File: src/rtl/pc_fetch_ctrl.sv
// Program-counter register and instruction-fetch sequencer.
// Fetches through a simple req/ack memory port, presents instructions to decode, and handles redirects, stall and halt.
module pc_fetch_ctrl #(
  parameter int                 ADDR_W   = 32,
  parameter logic [ADDR_W-1:0]  RESET_PC = '0
) (
  input  logic              clk,
  input  logic              rst,
  output logic [ADDR_W-1:0] pc_out,
  input  logic [ADDR_W-1:0] pc_plus4_in,
  input  logic              br_taken,
  input  logic [ADDR_W-1:0] br_target,
  input  logic              jr_taken,
  input  logic [ADDR_W-1:0] jr_target,
  input  logic              stall,
  input  logic              halt_in,
  output logic              imem_req,
  input  logic              imem_ack,
  input  logic [31:0]       instr_in,
  output logic [31:0]       instr_out,
  output logic              instr_valid,
  output logic              halted,
  output logic              misalign_err
);

  typedef enum logic [1:0] {
    S_IDLE  = 2'd0,
    S_FETCH = 2'd1,
    S_EXEC  = 2'd2,
    S_HALT  = 2'd3
  } state_t;

  state_t            state, state_nxt;
  logic [ADDR_W-1:0] pc_nxt;
  logic [31:0]       instr_nxt;
  logic              valid_nxt;
  logic              req_nxt;
  logic              halted_nxt;
  logic              misalign_nxt;
  logic              redirect;
  logic [ADDR_W-1:0] target;

  // State and output registers; reset wins even in the middle of a fetch.
  always_ff @(posedge clk) begin
    if (rst) begin
      state        <= S_IDLE;
      pc_out       <= RESET_PC;
      instr_out    <= '0;
      instr_valid  <= 1'b0;
      imem_req     <= 1'b0;
      halted       <= 1'b0;
      misalign_err <= 1'b0;
    end else begin
      state        <= state_nxt;
      pc_out       <= pc_nxt;
      instr_out    <= instr_nxt;
      instr_valid  <= valid_nxt;
      imem_req     <= req_nxt;
      halted       <= halted_nxt;
      misalign_err <= misalign_nxt;
    end
  end

  always_comb begin
    state_nxt    = state;
    pc_nxt       = pc_out;
    instr_nxt    = instr_out;
    valid_nxt    = instr_valid;
    req_nxt      = imem_req;
    halted_nxt   = halted;
    misalign_nxt = misalign_err;
    redirect     = 1'b0;
    target       = '0;

    case (state)
      S_IDLE: begin
        req_nxt   = 1'b1;
        state_nxt = S_FETCH;
      end

      S_FETCH: begin
        if (imem_ack) begin
          instr_nxt = instr_in;
          valid_nxt = 1'b1;
          req_nxt   = 1'b0;
          state_nxt = S_EXEC;
        end
      end

      S_EXEC: begin
        // Stall freezes everything and outranks both halt and redirects.
        if (!stall) begin
          if (halt_in) begin
            valid_nxt  = 1'b0;
            halted_nxt = 1'b1;
            state_nxt  = S_HALT;
          end else begin
            if (jr_taken) begin
              redirect = 1'b1;
              target   = jr_target;
            end else if (br_taken) begin
              redirect = 1'b1;
              target   = br_target;
            end

            // Redirect targets are word-aligned by force; a bad target is remembered until reset.
            if (redirect) begin
              pc_nxt = {target[ADDR_W-1:2], 2'b00};
              if (target[1:0] != 2'b00) begin
                misalign_nxt = 1'b1;
              end
            end else begin
              pc_nxt = pc_plus4_in;
            end

            valid_nxt = 1'b0;
            req_nxt   = 1'b1;
            state_nxt = S_FETCH;
          end
        end
      end

      S_HALT: begin
        req_nxt = 1'b0;
      end

      default: begin
        state_nxt = S_IDLE;
      end
    endcase
  end

endmodule

File: config.mk
export PLATFORM = sky130hd
export DESIGN_NAME = pc_fetch_ctrl
export DESIGN_NICKNAME = d
export VERILOG_FILES = /design/src/rtl/pc_fetch_ctrl.sv
export SDC_FILE = /design/constraint.sdc
export NUM_CORES = 1
export LEC_CHECK = 0
export ABC_AREA = 1
export BUFFER_PORTS_ARGS = -buffer_cell sky130_fd_sc_hd__buf_4
export CAP_MARGIN = 20
export CORE_MARGIN = 3
export CORE_UTILIZATION = 43
export CTS_CLUSTER_DIAMETER = 40
export DETAILED_ROUTE_END_ITERATION = 16
export PLACE_DENSITY = 0.91
export SYNTH_ARGS = -nofsm -noshare
export SYNTH_HDL_FRONTEND = slang
export SYNTH_SLANG_ARGS = --single-unit
File: constraint.sdc
create_clock -name clk -period 2.7 [get_ports clk]
set_input_delay 0.54 -clock clk [delete_from_list [all_inputs] [get_ports clk]]
set_output_delay 0.54 -clock clk [all_outputs]
set_load 0.05 [all_outputs]
==> results.yml, run 1 <==
status:
  outcome: "finished clean"
power_and_ir_drop:
  ir_drop_mv: 0.298
  leakagePower_uw: 0.00246
  power_density_nw_per_um2: 789
  p_total_uw: 3860
synthesis:
  synth-seq-cells: 70
  ys_seq_area_share_pct: 43.6
  avgSynthCellArea_um2: 6.81
  yosys-top-cells-area: "dfxtp_1 44%, nor2_1 16%, nand3_1 10%, nand2_1 9.2%, o21ai_0 7.0%"
  synth_cells: 472
  ys_warn_count: 0
  synthTopCellsByCount: "134 x nor2_1, 79 x nand2_1, 70 x dfxtp_1"
  synth_top_cell_by_area: "dfxtp_1"
  synth_flop_cell: "dfxtp_1"
  synth_top_area_share_pct: 43.6
  yosysMostFrequentCell: "nor2_1"
  async_flop_share_pct: 0
  syn_area_um2: 3210
  synth_cell_types: 21
  syn_nets: 612
  synth_edf_count: 0
die:
  die_h_um: 92.4
  core_um2: 7020
  die_area_um2: 8550
  row_count: 30
  io_pins: 203
  die_w_um: 92.4
  start_util_pct: 45.8
sta:
  post-route-min-period_ps: 1780
  finalCritPeriodShare_pct: 66.0
  finalSetupViolations: 0
  maxSlewViolCount: 0
  skew_ps: 9.95
  fmax_mhz: 562
  slew_headroom_pct: 50.0
  final.setup.tns_ps: 0
  hold_viol: 0
  worst_slack_ps: 919
  rsz0062_at_grt: "no"
  worstMarginPinSlew_ps: 748
critical_path:
  criticalPathCategory: "reg -> reg"
  worst_setup_path_end_kind: "flip-flop"
  crit_arrival_ps: 2050
  worstReg2RegStart: "state[0]$_SDFFE_PP0P_"
  critPathLaunchType: "flip-flop"
  r2r-end: "instr_valid$_SDFFE_PP0P_"
  reg2reg_slack_ps: 920
  reg2reg_depth: 6
  worst-endpoint-required_ps: 2970
  critPathCapture: "instr_valid$_SDFFE_PP0P_"
  cp-startpoint: "state[0]$_SDFFE_PP0P_"
  worstPathMaxFanout: 33
routing:
  detail_route.iter0.violations: 157
  drt-pass1-iter-count: 5
  drc: 0
  route.vias.total: 3815
  vias_per_cell: 5.05
  wl_per_cell_um: 13.8
  wl_um: 10400
  ant_nets: 0
layout:
  final_cells: 756
  n_antenna_cell: 0
  drive_gt1_share_pct: 34.4
  syn_to_final_growth_pct: 52.4
  fin_nets: 795
placement:
  place_ws_ps: 803
  place.gp.congestion: 0.827
  placed_cells: 740
  hpwl_um: 7490
  numPortBuffers: 202
grt:
  grt_pass1_vias: 3587
  grt_pass1_wl_um: 16400
  antenna_found_initial: 0
  grt_max_degree: 63
  gr-total-overflow: 0
  grt_use_total_pct: 23.6
min_path:
  min_path_type: "in -> reg"
cts:
  cts.sinks: 70
  insertion_delay_ps: 340
  cts-htree-levels: 3
  cts_root_buf: "clkbuf_8"
  clock_path_buffers: 2
  cts_buffers: 9
  clk_pin_slew_ps: 90
  cts_hold_buf: 0
  post_cts_resized: 0
  cts_setup_buffers: 0
  cts_tree: "yes"
run:
  drv_cap: 0
-- cell type report --
cell class / instances / area, um2
Inverter: 13 / 50.0
Fill cell: 558 / 2120
Clock buffer: 9 / 124
Sequential cell: 70 / 1400
Tap cell: 96 / 120
Clock inverter: 7 / 97.6
Timing Repair Buffer: 204 / 1530
Multi-Input combinational cell: 357 / 1570
-- stage by stage --
stage / utilization (%) / area (um2) / hold WS [ps]
floorplan: - / 3210 / 509
global placement: 66.6 / 4680 / 453
detailed placement: 66.6 / 4680 / 452
CTS: 69.8 / 4900 / 431
global route: 69.8 / 4900 / 433
finish: 69.8 / 4900 / 440
-- logic make-up after synthesis --
family / count (synthesis) / synth area share, %
buffers and inverters: 45 / 7.44
AND/OR/NAND/NOR: 284 / 36.3
flip-flops: 70 / 43.6
AO/OA/AOI/OAI: 68 / 10.7
adder cells (fa/ha/maj): 5 / 1.95
-- power by group --
group	switching [uW]	internal, uW	leakage [uW]
clock	408	523	0.000106
sequential	109	1210	0.000570
combinational	1070	537	0.00178
total	1590	2270	0.00246
-- critical path, stage by stage, from the launching register on --
cell     delay (ps)
dfxtp_1         430
ha_1            250
nand2_1          60
buf_4           230
inv_2           430
nand2_1         120
a21oi_1         170
-- placed cells by master, fill, tap and decap left out, drive strengths merged --
master	instances
buf	204
nor2	136
nand2	80
dfxtp	70
nand3	66
o21ai	62
inv	13
clkbuf	9
a21oi	5
ha	5
clkinv	3
clkinvlp	2
bufinv	2
nand3b	1
nand4	1
a21o	1
-- state kept, by name, indices dropped and copies added (netlist names) --
| name | cells |
|---|---|
| pc_out | 32 |
| misalign_err | 1 |
| instr_valid | 1 |
| halted | 1 |
| imem_req | 1 |
| state | 2 |
| instr_out | 32 |
-- how the worst min path moves through the flow --
stage                              from                    endpoint  slack, ps  depth (start not counted)
2_1_floorplan     state[0]$_SDFFE_PP0P_       state[0]$_SDFFE_PP0P_        510                          2
3_5_place_dp   instr_valid$_SDFFE_PP0P_    instr_valid$_SDFFE_PP0P_        450                          2
3_3_place_gp      imem_req$_SDFFE_PP0P_       imem_req$_SDFFE_PP0P_        450                          2
4_1_cts                    instr_in[27]  instr_out[27]$_SDFFE_PP0P_        430                          3
5_1_grt                             rst      pc_out[0]$_SDFFE_PP0P_        430                          2
6_report                   instr_in[26]  instr_out[26]$_SDFFE_PP0P_        440                          3
-- layer usage --
layer  part of all wire [%]  up-vias  track usage, %
li1                       -     1882               -
met2                     51      195            42.4
met1                     38     1710            26.2
met3                    8.9       28            5.69
met4                    2.7        0            10.5
met5                      0        -               0
Note: power is estimated with default switching activity, not from simulation.
==> run 2: changes to the inputs <==
==> constraint.sdc (replaced) <==
create_clock -name clk -period 1.75 [get_ports clk]
set_input_delay 0.35 -clock clk [delete_from_list [all_inputs] [get_ports clk]]
set_output_delay 0.35 -clock clk [all_outputs]
set_load 0.05 [all_outputs]
==> run 2 against run 1 <==
Net effect: clock power rose by 39%; via count barely moved; register-to-register slack got worse by 670 ps; non-clock buffer count rose by 4; clock skew rose by 0.68 ps; highest routed layer unchanged.
==> results.yml, run 2 (synthesized netlist as in run 1, its figures left out) <==
power_and_ir_drop:
  ir_drop_mv: 0.539
  leakagePower_uw: 0.00247
  power_density_nw_per_um2: 1180
placement:
  placed_cells: 744
  place.gp.congestion: 0.807
  numPortBuffers: 202
  dpl_cell_area_um2: 4710
  hpwl_um: 7710
routing:
  drt-pass1-iter-count: 4
  drc: 0
  wl_per_cell_um: 13.2
  vias_per_cell: 5.02
  wl_um: 10000
  ant_nets: 0
  detail_route.iter0.violations: 132
  route.vias.total: 3813
cts:
  post_cts_resized: 0
  cts_setup_buffers: 0
  clock_path_buffers: 2
  insertion_delay_ps: 330
  cts-htree-levels: 3
  cts_tree: "yes"
  clk_pin_slew_ps: 80
  cts_buffers: 9
  cts.sinks: 70
  cts_root_buf: "clkbuf_8"
  cts_hold_buf: 0
critical_path:
  crit_arrival_ps: 1780
  slowest_stage: "inv_2"
  worst_setup_path_end_kind: "flip-flop"
  critPathMaxStageDelay_ps: 390
  criticalPathCategory: "reg -> reg"
  critPathLaunchType: "flip-flop"
  cp_top_family: "buffers and inverters"
  crit_chain: "inv_1 -> ha_1 -> nand2_2 -> inv_2 -> o21ai_0 -> nor2_1"
  worstPathMaxFanout: 32
  crit_buf_inv: 2
  worst-endpoint-required_ps: 2030
die:
  die_w_um: 92.4
  row_count: 30
  core_um2: 7020
  start_util_pct: 45.8
  io_pins: 203
  die_h_um: 92.4
  die_area_um2: 8550
layout:
  final_cell_mix: "208 x buf_4, 134 x nor2_1, 79 x nand2_1, 70 x dfxtp_1, 66 x nand3_1"
  final_cells: 760
  finish.utilization_pct: 69.9
  fillers: 589
  n_antenna_cell: 0
  final_common_cell: "buf_4"
  stdcell_area_um2: 4900
  drive_gt1_share_pct: 34.8
  top_regs: "instr_out: 32 flops, pc_out: 32 flops, state: 2 flops"
  fin_nets: 799
  syn_to_final_growth_pct: 52.6
grt:
  grt_pass1_vias: 3569
  grt_use_total_pct: 22.7
  grt_pass1_wl_um: 15800
  gr-total-overflow: 0
  antenna_found_initial: 0
  grt_max_degree: 63
sta:
  holdWs_ps: 258
  finalCritPeriodShare_pct: 85.7
  slew_headroom_pct: 56.2
  skew_ps: 10.6
  post-route-min-period_ps: 1500
  hold_viol: 0
  rsz0062_at_grt: "no"
  finalSetupViolations: 0
  final.setup.tns_ps: 0
  fmax_mhz: 667
  worstMarginPinSlew_ps: 657
  maxSlewViolCount: 0
run:
  drv_cap: 0
status:
  outcome: "finished clean"
min_path:
  min_path_type: "in -> reg"
-- run 2: cell count changes in the layout (fill, tap and decap cells not counted), sizes merged --
cell	change
clkinvlp	-1
buf	+4
clkbuf	+1
inv	-1
bufinv	-1
clkinv	+2
-- run 2: area by class of cell --
cell class	instances	area (um2)	area share, %
clock buffers	10	138	2.81
clock inverters	6	61.3	1.25
inverters	13	50.0	1.02
multi-input cells	357	1570	32.1
flip-flops and latches	70	1400	28.6
well taps	96	120	2.45
repair buffers	208	1560	31.8
-- run 2: worst paths after layout --
check | from | end | slack, ps | cells past startpoint
min | rst | pc_out[0]$_SDFFE_PP0P_ | 260 | 2
max | state[0]$_SDFFE_PP0P_ | pc_out[30]$_SDFFE_PP0P_ | 250 | 6
min reg2reg | pc_out[0]$_SDFFE_PP0P_ | pc_out[0]$_SDFFE_PP0P_ | 470 | 2
max reg2reg | state[0]$_SDFFE_PP0P_ | pc_out[30]$_SDFFE_PP0P_ | 250 | 6
-- run 2: routing by layer --
metal | vias to the layer above | GRT usage [%] | wire (um) | share of wire, %
met3 | 22 | 6.26 | 898 | 9.0
met1 | 1729 | 24.7 | 3730 | 37
met4 | 0 | 9.53 | 235 | 2.3
li1 | 1897 | - | - | -
met5 | - | 0 | 0 | 0
met2 | 165 | 41.1 | 5150 | 51
-- run 2: worst register-to-register path: cells and delay by family (launching register included) --
family                   cells  cell delay, ps
buffers and inverters        2             470
AO/OA/AOI/OAI                1             190
flip-flops                   1             370
AND/OR/NAND/NOR              2             200
adder cells (fa/ha/maj)      1             230
-- run 2: report_power, final --
part           internal, uW  total [uW]  switching, uW
combinational           832        2470           1640
sequential             1870        2040            167
clock                   692        1290            595
-- run 2: per-stage QoR --
step	total power, uW	setup slack, ps
floorplan	3740	443
detailed placement	4550	221
global placement	4480	289
finish	5800	250
CTS	5840	231
global route	6150	14.1
